[src/rtl/uart_cmd_host.sv]
// uart_cmd_host: serialises a command (opcode + operands) into a framed byte
// stream for a UART transmitter, then optionally collects a DATA_WIDTH response
// from the UART receiver with a per-byte inactivity timeout.
//
// Ports:
//   clk_i, rst_ni                      clock, async active-low reset
//   cmd_valid_i/cmd_ready_o            command handshake
//   cmd_opcode_i, cmd_nops_i,
//   cmd_operands_i, cmd_resp_en_i      command fields
//   tx_data_o/tx_valid_o/tx_ready_i    outgoing byte stream
//   rx_data_i/rx_valid_i/rx_ready_o    incoming byte stream
//   resp_data_o/resp_timeout_o/
//   resp_valid_o/resp_ready_i          result handshake
//   busy_o                             high whenever not idle
module uart_cmd_host #(
  parameter int unsigned DATA_WIDTH     = 32,
  parameter int unsigned MAX_OPS        = 8,
  parameter int unsigned TIMEOUT_CYCLES = 100000
) (
  input  logic                               clk_i,
  input  logic                               rst_ni,
  input  logic                               cmd_valid_i,
  output logic                               cmd_ready_o,
  input  logic [7:0]                         cmd_opcode_i,
  input  logic [$clog2(MAX_OPS+1)-1:0]       cmd_nops_i,
  input  logic [MAX_OPS*DATA_WIDTH-1:0]      cmd_operands_i,
  input  logic                               cmd_resp_en_i,
  output logic [7:0]                         tx_data_o,
  output logic                               tx_valid_o,
  input  logic                               tx_ready_i,
  input  logic [7:0]                         rx_data_i,
  input  logic                               rx_valid_i,
  output logic                               rx_ready_o,
  output logic [DATA_WIDTH-1:0]              resp_data_o,
  output logic                               resp_timeout_o,
  output logic                               resp_valid_o,
  input  logic                               resp_ready_i,
  output logic                               busy_o
);

  localparam int unsigned NOPS_W = $clog2(MAX_OPS + 1);
  localparam int unsigned OPS_W  = MAX_OPS * DATA_WIDTH;
  localparam int unsigned BPW    = DATA_WIDTH / 8;
  localparam int unsigned RXC_W  = $clog2(BPW) + 1;
  localparam int unsigned TO_W   = $clog2(TIMEOUT_CYCLES);
  localparam int unsigned LEN_W  = 16;

  typedef enum logic [2:0] {
    IDLE,
    HDR,
    PAYLOAD,
    WAIT_RSP,
    DONE
  } state_e;

  state_e                 state_q, state_d;
  logic [OPS_W-1:0]       ops_q, ops_d;
  logic                   resp_en_q, resp_en_d;
  logic [LEN_W-1:0]       len_q, len_d;
  logic [LEN_W-1:0]       idx_q, idx_d;
  logic [RXC_W-1:0]       rx_cnt_q, rx_cnt_d;
  logic [TO_W-1:0]        tmo_q, tmo_d;
  logic                   cmd_ready_q, cmd_ready_d;
  logic                   busy_q, busy_d;
  logic [7:0]             tx_data_q, tx_data_d;
  logic                   tx_valid_q, tx_valid_d;
  logic [DATA_WIDTH-1:0]  resp_data_q, resp_data_d;
  logic                   resp_timeout_q, resp_timeout_d;
  logic                   resp_valid_q, resp_valid_d;

  logic [NOPS_W-1:0]      nops_clamp;
  logic                   tx_hs;

  // Operand count saturates at MAX_OPS.
  always_comb begin
    nops_clamp = cmd_nops_i;
    if (cmd_nops_i > NOPS_W'(MAX_OPS)) begin
      nops_clamp = NOPS_W'(MAX_OPS);
    end
  end

  assign tx_hs = tx_valid_q && tx_ready_i;

  // Next-state and registered-output logic.
  always_comb begin
    state_d        = state_q;
    ops_d          = ops_q;
    resp_en_d      = resp_en_q;
    len_d          = len_q;
    idx_d          = idx_q;
    rx_cnt_d       = rx_cnt_q;
    tmo_d          = tmo_q;
    tx_data_d      = tx_data_q;
    tx_valid_d     = tx_valid_q;
    resp_data_d    = resp_data_q;
    resp_timeout_d = resp_timeout_q;
    resp_valid_d   = resp_valid_q;

    case (state_q)
      IDLE: begin
        if (cmd_valid_i && cmd_ready_q) begin
          state_d        = HDR;
          ops_d          = cmd_operands_i;
          resp_en_d      = cmd_resp_en_i;
          len_d          = LEN_W'(4) + LEN_W'(nops_clamp) * LEN_W'(BPW);
          idx_d          = '0;
          tx_valid_d     = 1'b1;
          tx_data_d      = cmd_opcode_i;
          resp_data_d    = '0;
          resp_timeout_d = 1'b0;
        end
      end

      // tx_data_q always holds byte idx_q; the next byte is loaded on handshake.
      HDR, PAYLOAD: begin
        if (tx_hs) begin
          if (idx_q == len_q - LEN_W'(1)) begin
            tx_valid_d = 1'b0;
            tx_data_d  = 8'h00;
            if (resp_en_q) begin
              state_d  = WAIT_RSP;
              tmo_d    = '0;
              rx_cnt_d = '0;
            end else begin
              state_d      = DONE;
              resp_valid_d = 1'b1;
              resp_data_d  = '0;
            end
          end else begin
            idx_d = idx_q + LEN_W'(1);
            if (idx_q < LEN_W'(3)) begin
              state_d = HDR;
              case (idx_q[1:0])
                2'd0:    tx_data_d = 8'h00;
                2'd1:    tx_data_d = len_q[7:0];
                default: tx_data_d = len_q[15:8];
              endcase
            end else begin
              // Operands are consumed from a shift register, LSB first.
              state_d   = PAYLOAD;
              tx_data_d = ops_q[7:0];
              ops_d     = ops_q >> 8;
            end
          end
        end
      end

      // An accepted byte takes priority over a coincident timeout.
      WAIT_RSP: begin
        if (rx_valid_i) begin
          resp_data_d[{rx_cnt_q, 3'b000} +: 8] = rx_data_i;
          tmo_d    = '0;
          rx_cnt_d = rx_cnt_q + RXC_W'(1);
          if (rx_cnt_q == RXC_W'(BPW - 1)) begin
            state_d      = DONE;
            resp_valid_d = 1'b1;
          end
        end else if (tmo_q == TO_W'(TIMEOUT_CYCLES - 1)) begin
          state_d        = DONE;
          resp_valid_d   = 1'b1;
          resp_timeout_d = 1'b1;
        end else begin
          tmo_d = tmo_q + TO_W'(1);
        end
      end

      DONE: begin
        if (resp_ready_i) begin
          state_d      = IDLE;
          resp_valid_d = 1'b0;
        end
      end

      default: begin
        state_d    = IDLE;
        tx_valid_d = 1'b0;
      end
    endcase

    cmd_ready_d = (state_d == IDLE);
    busy_d      = (state_d != IDLE);
  end

  // State and output registers.
  always_ff @(posedge clk_i or negedge rst_ni) begin
    if (!rst_ni) begin
      state_q        <= IDLE;
      ops_q          <= '0;
      resp_en_q      <= 1'b0;
      len_q          <= '0;
      idx_q          <= '0;
      rx_cnt_q       <= '0;
      tmo_q          <= '0;
      cmd_ready_q    <= 1'b1;
      busy_q         <= 1'b0;
      tx_data_q      <= 8'h00;
      tx_valid_q     <= 1'b0;
      resp_data_q    <= '0;
      resp_timeout_q <= 1'b0;
      resp_valid_q   <= 1'b0;
    end else begin
      state_q        <= state_d;
      ops_q          <= ops_d;
      resp_en_q      <= resp_en_d;
      len_q          <= len_d;
      idx_q          <= idx_d;
      rx_cnt_q       <= rx_cnt_d;
      tmo_q          <= tmo_d;
      cmd_ready_q    <= cmd_ready_d;
      busy_q         <= busy_d;
      tx_data_q      <= tx_data_d;
      tx_valid_q     <= tx_valid_d;
      resp_data_q    <= resp_data_d;
      resp_timeout_q <= resp_timeout_d;
      resp_valid_q   <= resp_valid_d;
    end
  end

  // Stray bytes are always drained, so the receiver is never back-pressured.
  assign rx_ready_o     = 1'b1;
  assign cmd_ready_o    = cmd_ready_q;
  assign busy_o         = busy_q;
  assign tx_data_o      = tx_data_q;
  assign tx_valid_o     = tx_valid_q;
  assign resp_data_o    = resp_data_q;
  assign resp_timeout_o = resp_timeout_q;
  assign resp_valid_o   = resp_valid_q;

endmodule

[config.mk]
export PLATFORM = sky130hd
export DESIGN_NAME = uart_cmd_host
export DESIGN_NICKNAME = d
export VERILOG_FILES = /design/src/rtl/uart_cmd_host.sv
export SDC_FILE = /design/constraint.sdc
export NUM_CORES = 1
export LEC_CHECK = 0
export BUFFER_PORTS_ARGS = -buffer_cell sky130_fd_sc_hd__buf_2
export CORE_MARGIN = 5
export CORE_UTILIZATION = 57
export CTS_BUF_LIST = sky130_fd_sc_hd__clkbuf_16
export DETAILED_ROUTE_END_ITERATION = 10
export GPL_TIMING_DRIVEN = 0
export PLACE_DENSITY_LB_ADDON = 0.2
export SYNTH_ARGS = -nofsm -noshare
export SYNTH_HDL_FRONTEND = slang
export SYNTH_SLANG_ARGS = --single-unit
[constraint.sdc]
create_clock -name clk_i -period 3.6 [get_ports clk_i]
set_input_delay 0.18 -clock clk_i [delete_from_list [all_inputs] [get_ports clk_i]]
set_output_delay 0.18 -clock clk_i [all_outputs]
set_load 0.05 [all_outputs]
== Word-level counts from Yosys, hierarchy flattened ==
Index checks and enable logic that the tools add are counted.
Word-level totals
  register bits after elaboration: 357
Operators by class
  add/sub/neg operators: 6
  order comparisons: 2
  eq/ne operators: 22
  shift-type cells: 2
  multiplexer cells: 59
  bitwise logic cells: 1
  reduce and logical (&&, ||, !) cells: 23
Operators by type and width (number)
  two-way mux 256 bit: 4
  case mux 256 bit (2 select lines): 1
  two-way mux 32 bit: 5
  case mux 32 bit (3 select lines): 1
  two-way mux 17 bit: 5
  two-way mux 16 bit: 3
  two-way mux 3 bit: 12
  case mux 17 bit (2 select lines): 1
  bitwise mux 32 bit: 1
  two-way mux 8 bit: 4
  case mux 16 bit (2 select lines): 1
  case mux 8 bit (2 select lines): 2
  variable shift 8 x 8 -> 32 bit (first input constant): 1
  variable part select 8 x 8 -> 32 bit: 1
  inequality test 2 bit (second input constant): 11
  adder 17 x 1 -> 17 bit (second input constant): 1
  equality test 17 bit (second input constant): 1
  adder 16 x 1 -> 16 bit (second input constant): 1
  equality test 16 bit: 1
  less-than comparator 16 x 2 -> 1 bit (second input constant): 1
  subtractor 16 x 1 -> 16 bit (second input constant): 1
  AND reduction 5 bit: 3
  two-way mux 1 bit: 12
  case mux 3 bit (4 select lines): 1
  26 further kinds: 40

== Logic depth before layout (Yosys ltp) ==
Gate-level depths: netlist of the first run.
  depth after elaboration: 6
  depth in mapped cells: 12
  gate-level depth less buffers: 10

== Worst setup path after synthesis of the first run ==
No wires, ideal clock.
  path type: reg-to-reg
  start point: register len_q[2]
  end point: register ops_q[0]
  arrival time: 2.782 ns
  required time: 3.475 ns
  setup slack: 0.693 ns
  cell stages (with the launch flop): 13
  period minus slack after synthesis: 2.907 ns
  cell sequence: dfrtp_1 -> inv_1 -> ha_1 -> nor3b_1 -> ha_1 -> xor2_1 -> nand4_1 -> nor4b_4 -> nand2_2 -> o211a_4 -> buf_6 -> buf_6 -> mux2_4
Between the ends
  longest elaborated chain between the ends: 4
RTL lines
  start, declared: RTL line 59  | logic [LEN_W-1:0] len_q, len_d;
  start signal, assigned: RTL line 205  | len_q <= len_d;
  subtractor 16 x 1 -> 16 bit: RTL line 117  | if (idx_q == len_q - LEN_W'(1)) begin
  equality test 16 bit: RTL line 117
  inequality test 2 bit (no source line)
  AND reduction 5 bit (no source line)
  end signal, assigned: RTL line 203  | ops_q <= ops_d;
  end, declared: RTL line 57  | logic [OPS_W-1:0] ops_q, ops_d;
No other way between the ends.
A chain may end at the register's enable or synchronous reset.

== Final worst setup path of the first run ==
  start point: register len_q[2]
  end point: register idx_q[15]
Between the ends
  longest elaborated chain between the ends: 4
RTL lines
  subtractor 16 x 1 -> 16 bit: RTL line 117
  equality test 16 bit: RTL line 117
  inequality test 2 bit (no source line)
  AND reduction 4 bit (no source line)
  end signal, assigned: RTL line 206  | idx_q <= idx_d;
  end, declared: RTL line 60  | logic [LEN_W-1:0] idx_q, idx_d;
No other way between the ends.

==> impl_metrics.json, run 1 <==
{
  "status": "finished clean",
  "portBuffers": 326,
  "initial_core_util_pct": 58.1,
  "critPathMaxFanout": 10,
  "vias_per_cell": 5.40,
  "die_w_um": 190,
  "io_pins": 329,
  "root_buffer": "clkbuf_16",
  "postRouteAntennaNets": 0,
  "track_usage_pct": 27.6,
  "yosys.area_share.adder_pct": 0.869,
  "drive_gt1_share_pct": 28.4,
  "crit_chain": "inv_1, ha_1, nor3b_1, ha_1, xor2_1, nand4_1, nor4b_4, buf_4, and3_1, clkbuf_1, clkbuf_1, o31ai_1, a21oi_1",
  "seq_area_frac_synth_pct": 47.0,
  "synth_xor_area_share_pct": 0.570,
  "async_flop_share_pct": 100,
  "relSlewSlack_pct": 13.8,
  "arrival_ns": 3.79,
  "post-place-cells": 2608,
  "rows": 65,
  "fin_skew_ns": 0.0175,
  "gp_congestion": 0.921,
  "yosys.area_share.simple_pct": 21.1,
  "synth_enable_flop_cells": 0,
  "antenna_found_initial": 4,
  "yosys-top-cells-count": "nand2_1 (786), dfrtp_1 (345), mux2_4 (232)",
  "drt_first_pass_iters": 5,
  "grt_pass1_wl_um": 81200,
  "ys_types": 56,
  "routed-via-count": 15247,
  "numCtsBuffers": 38,
  "fmaxAchievable_mhz": 298,
  "clk_pin_slew_ns": 0.06,
  "yosysMostFrequentCell": "nand2_1",
  "wl_met3_um": 3430,
  "postSynthAreaPerCell_sq_um": 9.82,
  "irDropWorstVdd_v": 0.000561,
  "slew_violations": 0,
  "synthesis.area_sq_um": 18400,
  "cts_tree": "done",
  "stdcell_count": 2823,
  "grt_max_degree": 122,
  "worstPathRequired_ns": 4.03,
  "synth_top_area_cell": "dfrtp_1",
  "synth_top_family_by_area": "multiplexers",
  "top_layer_used": "met5",
  "fin_crit_ns": 3.36,
  "setup_viol": 0,
  "crit_type": "reg2reg",
  "cts.sinks": 346,
  "p_per_area_nw_per_um2": 970,
  "worstMarginPinSlew_ns": 1.28,
  "synth_compound_area_share_pct": 4.02,
  "ctsResizeCount": 0,
  "multi_input_area_sq_um": 9000,
  "wl_met1_um": 21900,
  "syn_to_final_growth_pct": 25.9,
  "cp-start-kind": "flop",
  "rsz0062_at_grt": "no",
  "synth_top_area_share_pct": 46.8,
  "whs_ns": 0.00410,
  "grt.overflow.total": 0,
  "ys_ff_latch": 346,
  "cp-end-kind": "flop",
  "first_global_vias": 15838,
  "finalPower_uw": 22500,
  "cts.path.max_buffers": 3,
  "syn_inst": 1878,
  "synth_fp_nets": 2173,
  "crit_buf_inv": 4,
  "yosys_warnings": 0,
  "hold_viol": 0,
  "fillers": 2242,
  "hp-class": "in2reg",
  "muxShareOfSynthArea_pct": 22.3,
  "place_area_sq_um": 20600,
  "ys.flop_type": "dfrtp_1",
  "route.detailed.drc": 0,
  "coreArea_sq_um": 31700,
  "die-area_sq_um": 36000,
  "seq_area_sq_um": 8660,
  "synthTopCellsByArea": "dfrtp_1 (47%), mux2_4 (19%), nand2_1 (16%)",
  "min_period_over_period_pct": 93.3,
  "wl_um": 50400,
  "p_leak_uw": 0.0120,
  "cts_max_level": 2,
  "clkLatencyLatePin_ns": 0.52,
  "hpwl_um": 35000,
  "finalInstanceArea_sq_um": 23200,
  "first_iter_violations": 852,
  "worst_path_max_delay_cell": "dfrtp_1",
  "critical_path.top_delay_family": "buffers and inverters",
  "setup_tns_ns": 0,
  "cap_viol_max_count": 0,
  "routedWlPerCell_um": 17.9,
  "fp.dieH_um": 190,
  "final_nets": 2688,
  "met2WireLength_um": 23400,
  "slowest_delay_ns": 0.47
}
[layout by cell type, fill, tap and decap left out, drive strengths merged, types with 3 or more instances in the layout]
cell | netlist | routed
clkinv | 0 | 22
dlygate4sd3 | 0 | 144
a221oi | 5 | 5
mux2i | 34 | 34
clkbuf | 73 | 111
a21oi | 42 | 42
nand2 | 787 | 787
a31oi | 3 | 3
mux2 | 257 | 257
or2 | 6 | 6
inv | 41 | 45
a211oi | 4 | 4
xor2 | 4 | 4
o31ai | 7 | 7
dfrtp | 345 | 345
nor2b | 4 | 4
nor4 | 5 | 5
ha | 12 | 12
nor2 | 31 | 31
nor4b | 3 | 3
and3 | 11 | 11
nor3 | 18 | 18
or3 | 17 | 17
nand3b | 8 | 8
o311ai | 4 | 4
a22o | 8 | 8
buf | 37 | 368
o21ai | 32 | 32
a32oi | 3 | 3
nand4 | 11 | 11
nor3b | 5 | 5
xnor2 | 8 | 8
nand3 | 28 | 28
or4 | 7 | 7
[kinds of logic after synthesis]
family | after synthesis
compound gates | 117
xor+xnor | 12
fa+ha+maj | 13
buf+inv | 151
flops | 346
mux | 291
other cells | 1
simple gates | 947
[power breakdown]
part           switching (uW)  internal, uW
Combinational            6140          6230
Sequential                993          5600
Clock                    1560          1990
Total                    8700         13800
[final cells by class]
class                      instances  area share, %
inverter                          41          0.663
clock buffer                      38           4.10
multi-input combinational       1381           38.8
timing repair buffer             475           13.6
buffer                           110           2.69
antenna                            2         0.0216
clock inverter                    28          0.706
tap                              402           2.17
sequential                       346           37.3
[sequential cells by signal (all words and copies together) (netlist names), 3 cells and up]
| register | count |
|---|---|
| idx_q | 16 |
| len_q | 5 |
| ops_q | 256 |
| resp_data_o | 32 |
| rx_cnt_q | 3 |
| state_q | 3 |
| tmo_q | 17 |
| tx_data_o | 8 |
[worst reg2reg max path: stages, from the launching register on]
cell	delay, ns
dfrtp_1	0.47
inv_1	0.08
ha_1	0.23
nor3b_1	0.15
ha_1	0.31
xor2_1	0.15
nand4_1	0.17
nor4b_4	0.30
buf_4	0.21
and3_1	0.16
clkbuf_1	0.31
clkbuf_1	0.41
o31ai_1	0.16
a21oi_1	0.17
[layer usage]
metal / vias up / track usage (%)
li1: 7235 / -
met1: 7322 / 37.5
met2: 562 / 44.7
met3: 124 / 5.41
met4: 4 / 9.32
met5: - / 0
[per-stage QoR]
step	worst slack (ns)	utilization, %
final	0.240	73.2
after floorplan	0.693	-
after CTS	0.165	73.1
after detailed placement	0.203	65.1
after global routing	0.0487	73.2
after global placement	-4.36	64.9
[repair_timing]
action | 4_1_cts | 5_1_grt
hold endpoints to repair | 266 | 0
hold buffers | 144 | 0
setup buffers | 0 | 3
setup endpoints to repair | 0 | 258
[final timing paths]
kind,depth (start not counted),end,start,slack (ns)
max,13,idx_q[15],len_q[2],0.24
min,3,len_q[2],cmd_nops_i[3],0.004
max reg2reg,13,idx_q[15],len_q[2],0.24
max in group asynchronous,3,resp_data_o[15],rst_ni,2.14
min in group asynchronous,2,ops_q[127],rst_ni,0.31
min reg2reg,2,resp_timeout_o,resp_timeout_o,0.49
No activity file was read; power rests on OpenSTA's default activity.
==> run 2: changes to the inputs <==
BUFFER_PORTS_ARGS = default   (was -buffer_cell sky130_fd_sc_hd__buf_2)
CORE_UTILIZATION = 60   (was 57)
DONT_BUFFER_PORTS = 1   (was default)
==> run 2 against run 1 <==
The flow now finishes with violations (hold timing). Via count down 1.5%. Final cell count down 6.6%. Combinational power about the same. Critical path type unchanged. Largest cell class unchanged.
==> impl_metrics.json, run 2 (synthesis results as in run 1) <==
{
  "fin_ws_ns": 0.239,
  "crit_type": "reg2reg",
  "portBuffers": 0,
  "setup_viol": 0,
  "coreArea_sq_um": 30400,
  "clk_pin_slew_ns": 0.06,
  "initial_core_util_pct": 60.6,
  "antenna_found_initial": 13,
  "hold_viol": 346,
  "cts_tree": "done",
  "grt_max_degree": 347,
  "irDropWorstVdd_v": 0.000676,
  "regMostFlops": "ops_q",
  "setup_tns_ns": 0,
  "slew_violations": 0,
  "arrival_ns": 3.75,
  "routedWlPerCell_um": 20.4,
  "p_per_area_nw_per_um2": 1000,
  "numCtsBuffers": 38,
  "route.detailed.drc": 0,
  "final_nets": 2496,
  "track_usage_pct": 30.7,
  "relSlewSlack_pct": 26.0,
  "status": "complete, but fails checks",
  "io_pins": 329,
  "p_leak_uw": 0.0113,
  "min_period_over_period_pct": 93.4,
  "final_cell_mix": "nand2_1 (786), dfrtp_1 (345), dlygate4sd3_1 (279)",
  "postRouteAntennaNets": 0,
  "postCtsHoldBufs": 279,
  "first_global_vias": 15874,
  "cts_max_level": 2,
  "gp_congestion": 0.890,
  "rows": 64,
  "cap_viol_max_count": 0,
  "grt.overflow.total": 0,
  "grt_pass1_wl_um": 84200,
  "largest_reg_flops": 256,
  "fmaxAchievable_mhz": 298,
  "dp_slack_ns": 0.120,
  "clkLatencyLatePin_ns": 0.52,
  "routed-via-count": 15011,
  "worstPathRequired_ns": 3.99,
  "syn_to_final_growth_pct": 24.9,
  "wl_um": 53800,
  "first_iter_violations": 1007,
  "drt_first_pass_iters": 6,
  "critPathMaxFanout": 10,
  "hp-class": "in2async",
  "fin_skew_ns": 0.0148,
  "cp-end-kind": "flop",
  "cts.sinks": 346,
  "cp-start-kind": "flop",
  "die-area_sq_um": 34300,
  "hpwl_um": 32500,
  "cts.path.max_buffers": 3,
  "die_w_um": 185,
  "root_buffer": "clkbuf_16",
  "vias_per_cell": 5.69,
  "worstMarginPinSlew_ns": 1.10,
  "fin_crit_ns": 3.36,
  "final_common_cell": "nand2_1",
  "drive_gt1_share_pct": 16.0,
  "violations": "hold timing",
  "rsz0062_at_grt": "no",
  "whs_ns": -0.645,
  "r2r_slack_ns": 0.24,
  "fp.dieH_um": 185
}
[run 2: changes by cell type in the layout (fill, tap and decap cells not counted), sizes merged]
cell         previous run  this run
clkinvlp                1         0
inv                    45        47
dlygate4sd3           144       279
clkbuf                111       114
bufinv                  1         4
buf                   368        41
diode                   2        12
clkinv                 22        16
[run 2: layer usage]
metal | up-vias | GRT usage (%) | routed length (um)
met5 | - | 0 | 13
met4 | 2 | 11.8 | 2100
li1 | 6860 | - | -
met3 | 167 | 5.97 | 3810
met2 | 681 | 52.1 | 26500
met1 | 7301 | 39.1 | 21400
[run 2: worst paths after layout]
path | from | endpoint | depth (start not counted)
max in group asynchronous | rst_ni | len_q[5] | 0
max | len_q[2] | ops_q[161] | 14
min in group clk_i | cmd_nops_i[2] | len_q[4] | 3
min reg2reg | ops_q[50] | ops_q[50] | 1
max reg2reg | len_q[2] | ops_q[161] | 14
min | rst_ni | ops_q[119] | 0
[run 2: layout make-up]
type | instances | area (sq um)
Multi-Input combinational cell | 1381 | 9000
Sequential cell | 346 | 8660
Fill cell | 1909 | 7410
Timing Repair Buffer | 283 | 2820
Clock buffer | 41 | 1030
Buffer | 110 | 626
Tap cell | 396 | 495
Clock inverter | 26 | 209
Inverter | 41 | 154
Antenna cell | 12 | 30.0
[run 2: power by group]
group | switching, uW | internal, uW
registers | 1270 | 5600
logic | 6080 | 6180
clock network | 1570 | 2330
[run 2: metrics by stage]
step | utilization, % | hold WS [ns] | std cells | power [uW] | instance area (sq um)
floorplan | - | -0.116 | 1878 | 16100 | 18400
global placement | 62.2 | -0.102 | 2274 | 18000 | 18900
detailed placement | 62.2 | -0.106 | 2274 | 18400 | 18900
CTS | 75.5 | -0.662 | 2620 | 22600 | 23000
global route | 75.7 | -0.670 | 2636 | 24300 | 23000
finish | 75.7 | -0.645 | 2636 | 23000 | 23000
[run 2: timing repair]
item	CTS	global route
gates resized for setup	0	0
hold endpoints to repair	650	346
buffers inserted	0	4
endpoints found under the setup margin	0	225
[run 2: critical path: stages (launching register included)]
cell	delay (ns)
dfrtp_1	0.47
inv_1	0.08
ha_1	0.23
nor3b_1	0.15
ha_1	0.30
xor2_1	0.14
nand4_1	0.16
nor4b_4	0.27
buf_4	0.21
buf_4	0.13
nand2_2	0.10
o211a_4	0.32
buf_6	0.17
buf_6	0.17
mux2_4	0.31
==> run 3: changes to the inputs <==
MAX_ROUTING_LAYER = met4   (was default)
==> run 3 against run 2 <==
The run still ends with hold timing left. Worst hold slack better by 0.011 ns. Final cell count is 0.11% higher. Fmax increased by 2.4%. Worst setup slack better by 0.078 ns. Combinational power about the same. Clock skew increased by 0.015 ns. Design area down 0.24%. Die area stayed put. Critical endpoint is now ops_q[5]. Largest cell class unchanged. Largest power group unchanged. Highest routed layer is now met4.
==> impl_metrics.json, run 3 (synthesis results as in run 1) <==
{
  "p_leak_uw": 0.0113,
  "cap_viol_max_count": 0,
  "relSlewSlack_pct": 19.3,
  "cp-start-kind": "flop",
  "final_common_cell": "nand2_1",
  "route.detailed.drc": 0,
  "wl_um": 54700,
  "setup_tns_ns": 0,
  "fin_skew_ns": 0.0298,
  "routedWlPerCell_um": 20.7,
  "cts.sinks": 346,
  "vias_per_cell": 5.77,
  "rsz0062_at_grt": "no",
  "multi_input_area_sq_um": 9000,
  "violations": "hold timing",
  "grt.overflow.total": 0,
  "grt_pass1_wl_um": 86200,
  "hp-class": "in2async",
  "postRouteAntennaNets": 0,
  "track_usage_pct": 32.2,
  "seq_area_sq_um": 8660,
  "grtUsageMet3_pct": 5.95,
  "p_per_area_nw_per_um2": 1000,
  "cp-end-kind": "flop",
  "root_buffer": "clkbuf_16",
  "final_nets": 2497,
  "die-area_sq_um": 34300,
  "routed-via-count": 15238,
  "largest_reg_flops": 256,
  "first_global_vias": 16155,
  "critPathMaxFanout": 10,
  "syn_to_final_growth_pct": 24.6,
  "crit_type": "reg2reg",
  "final_cell_mix": "nand2_1 (786), dfrtp_1 (345), dlygate4sd3_1 (280)",
  "fillers": 1911,
  "gp_congestion": 0.903,
  "arrival_ns": 3.74,
  "postCtsHoldBufs": 280,
  "final_core_util_pct": 75.5,
  "slew_violations": 0,
  "drive_gt1_share_pct": 15.9,
  "coreArea_sq_um": 30400,
  "numCtsBuffers": 38,
  "fmaxAchievable_mhz": 305,
  "initial_core_util_pct": 60.6,
  "hold_viol": 346,
  "cts_max_level": 2,
  "regMostFlops": "ops_q",
  "clk_pin_slew_ns": 0.06,
  "whs_ns": -0.634,
  "status": "complete, but fails checks",
  "hpwl_um": 32800,
  "min_period_over_period_pct": 91.2,
  "gr-usage-met2_pct": 53.1,
  "fp.dieH_um": 185,
  "die_w_um": 185,
  "fin_crit_ns": 3.28,
  "antenna_found_initial": 17,
  "clkLatencyLatePin_ns": 0.53,
  "first_iter_violations": 1046,
  "irDropWorstVdd_v": 0.000581,
  "worstPathRequired_ns": 4.05,
  "io_pins": 329,
  "portBuffers": 0,
  "drt_first_pass_iters": 8,
  "cts.path.max_buffers": 3,
  "cts_tree": "done",
  "ctsResizeCount": 0,
  "busiest_layer": "met2",
  "worstMarginPinSlew_ns": 1.20,
  "grt_max_degree": 347,
  "rows": 64,
  "grt_use_met1_pct": 39.8,
  "setup_viol": 0
}
## run 3: metal layers
layer,vias up,part of all wire [%],wire [um]
li1,6869,-,-
met1,7458,39,21500
met2,729,49,26900
met3,182,7.5,4090
met4,0,4.1,2250
met5,-,0,0
## run 3: stage by stage
step / setup WS [ns] / cells / area [sq um] / hold WS [ns] / total power [uW]
final: 0.317 / 2639 / 23000 / -0.634 / 23000
after global routing: 0.138 / 2639 / 23000 / -0.659 / 24300
after CTS: 0.167 / 2618 / 22900 / -0.655 / 22500
after detailed placement: 0.155 / 2274 / 18900 / -0.104 / 18400
after global placement: 0.155 / 2274 / 18900 / -0.103 / 18000
after floorplan: 0.693 / 1878 / 18400 / -0.116 / 16100
## run 3: repair_timing
| action | in CTS | in global routing |
|---|---|---|
| setup buffers | 0 | 4 |
| endpoints found under the setup margin | 0 | 20 |
| hold endpoints to repair | 649 | 346 |
## run 3: where the power goes
group	switching (uW)	internal [uW]
Clock	1580	2160
Combinational	6120	6180
Sequential	1310	5600
## run 3: final timing paths
kind | from | end | slack [ns] | cells after the start
min | rst_ni | ops_q[113] | -0.63 | 0
max reg2reg | state_q[1] | ops_q[5] | 0.32 | 8
min reg2reg | ops_q[68] | ops_q[68] | 0.51 | 1
max | state_q[1] | ops_q[5] | 0.32 | 8
max in group asynchronous | rst_ni | resp_data_o[28] | 3.53 | 0
min in group clk_i | rx_data_i[6] | resp_data_o[22] | 0.02 | 3
## run 3: layout make-up
type | count | share of cell area (%)
antenna | 17 | 0.185
buffer | 110 | 2.72
clock buffer | 39 | 4.25
clock inverter | 25 | 0.790
inverter | 41 | 0.670
multi-input combinational | 1381 | 39.2
sequential | 346 | 37.7
tap | 396 | 2.16
timing repair buffer | 284 | 12.3
## run 3: worst max-delay path: stages, from the launching register on
cell and delay (ns):
dfrtp_1 0.38, clkbuf_1 0.41, xnor2_1 0.16, nor2_1 0.74, clkbuf_1 0.66, clkbuf_1 0.43, nand2_1 0.20, nand2_1 0.10
mux2_4 0.13
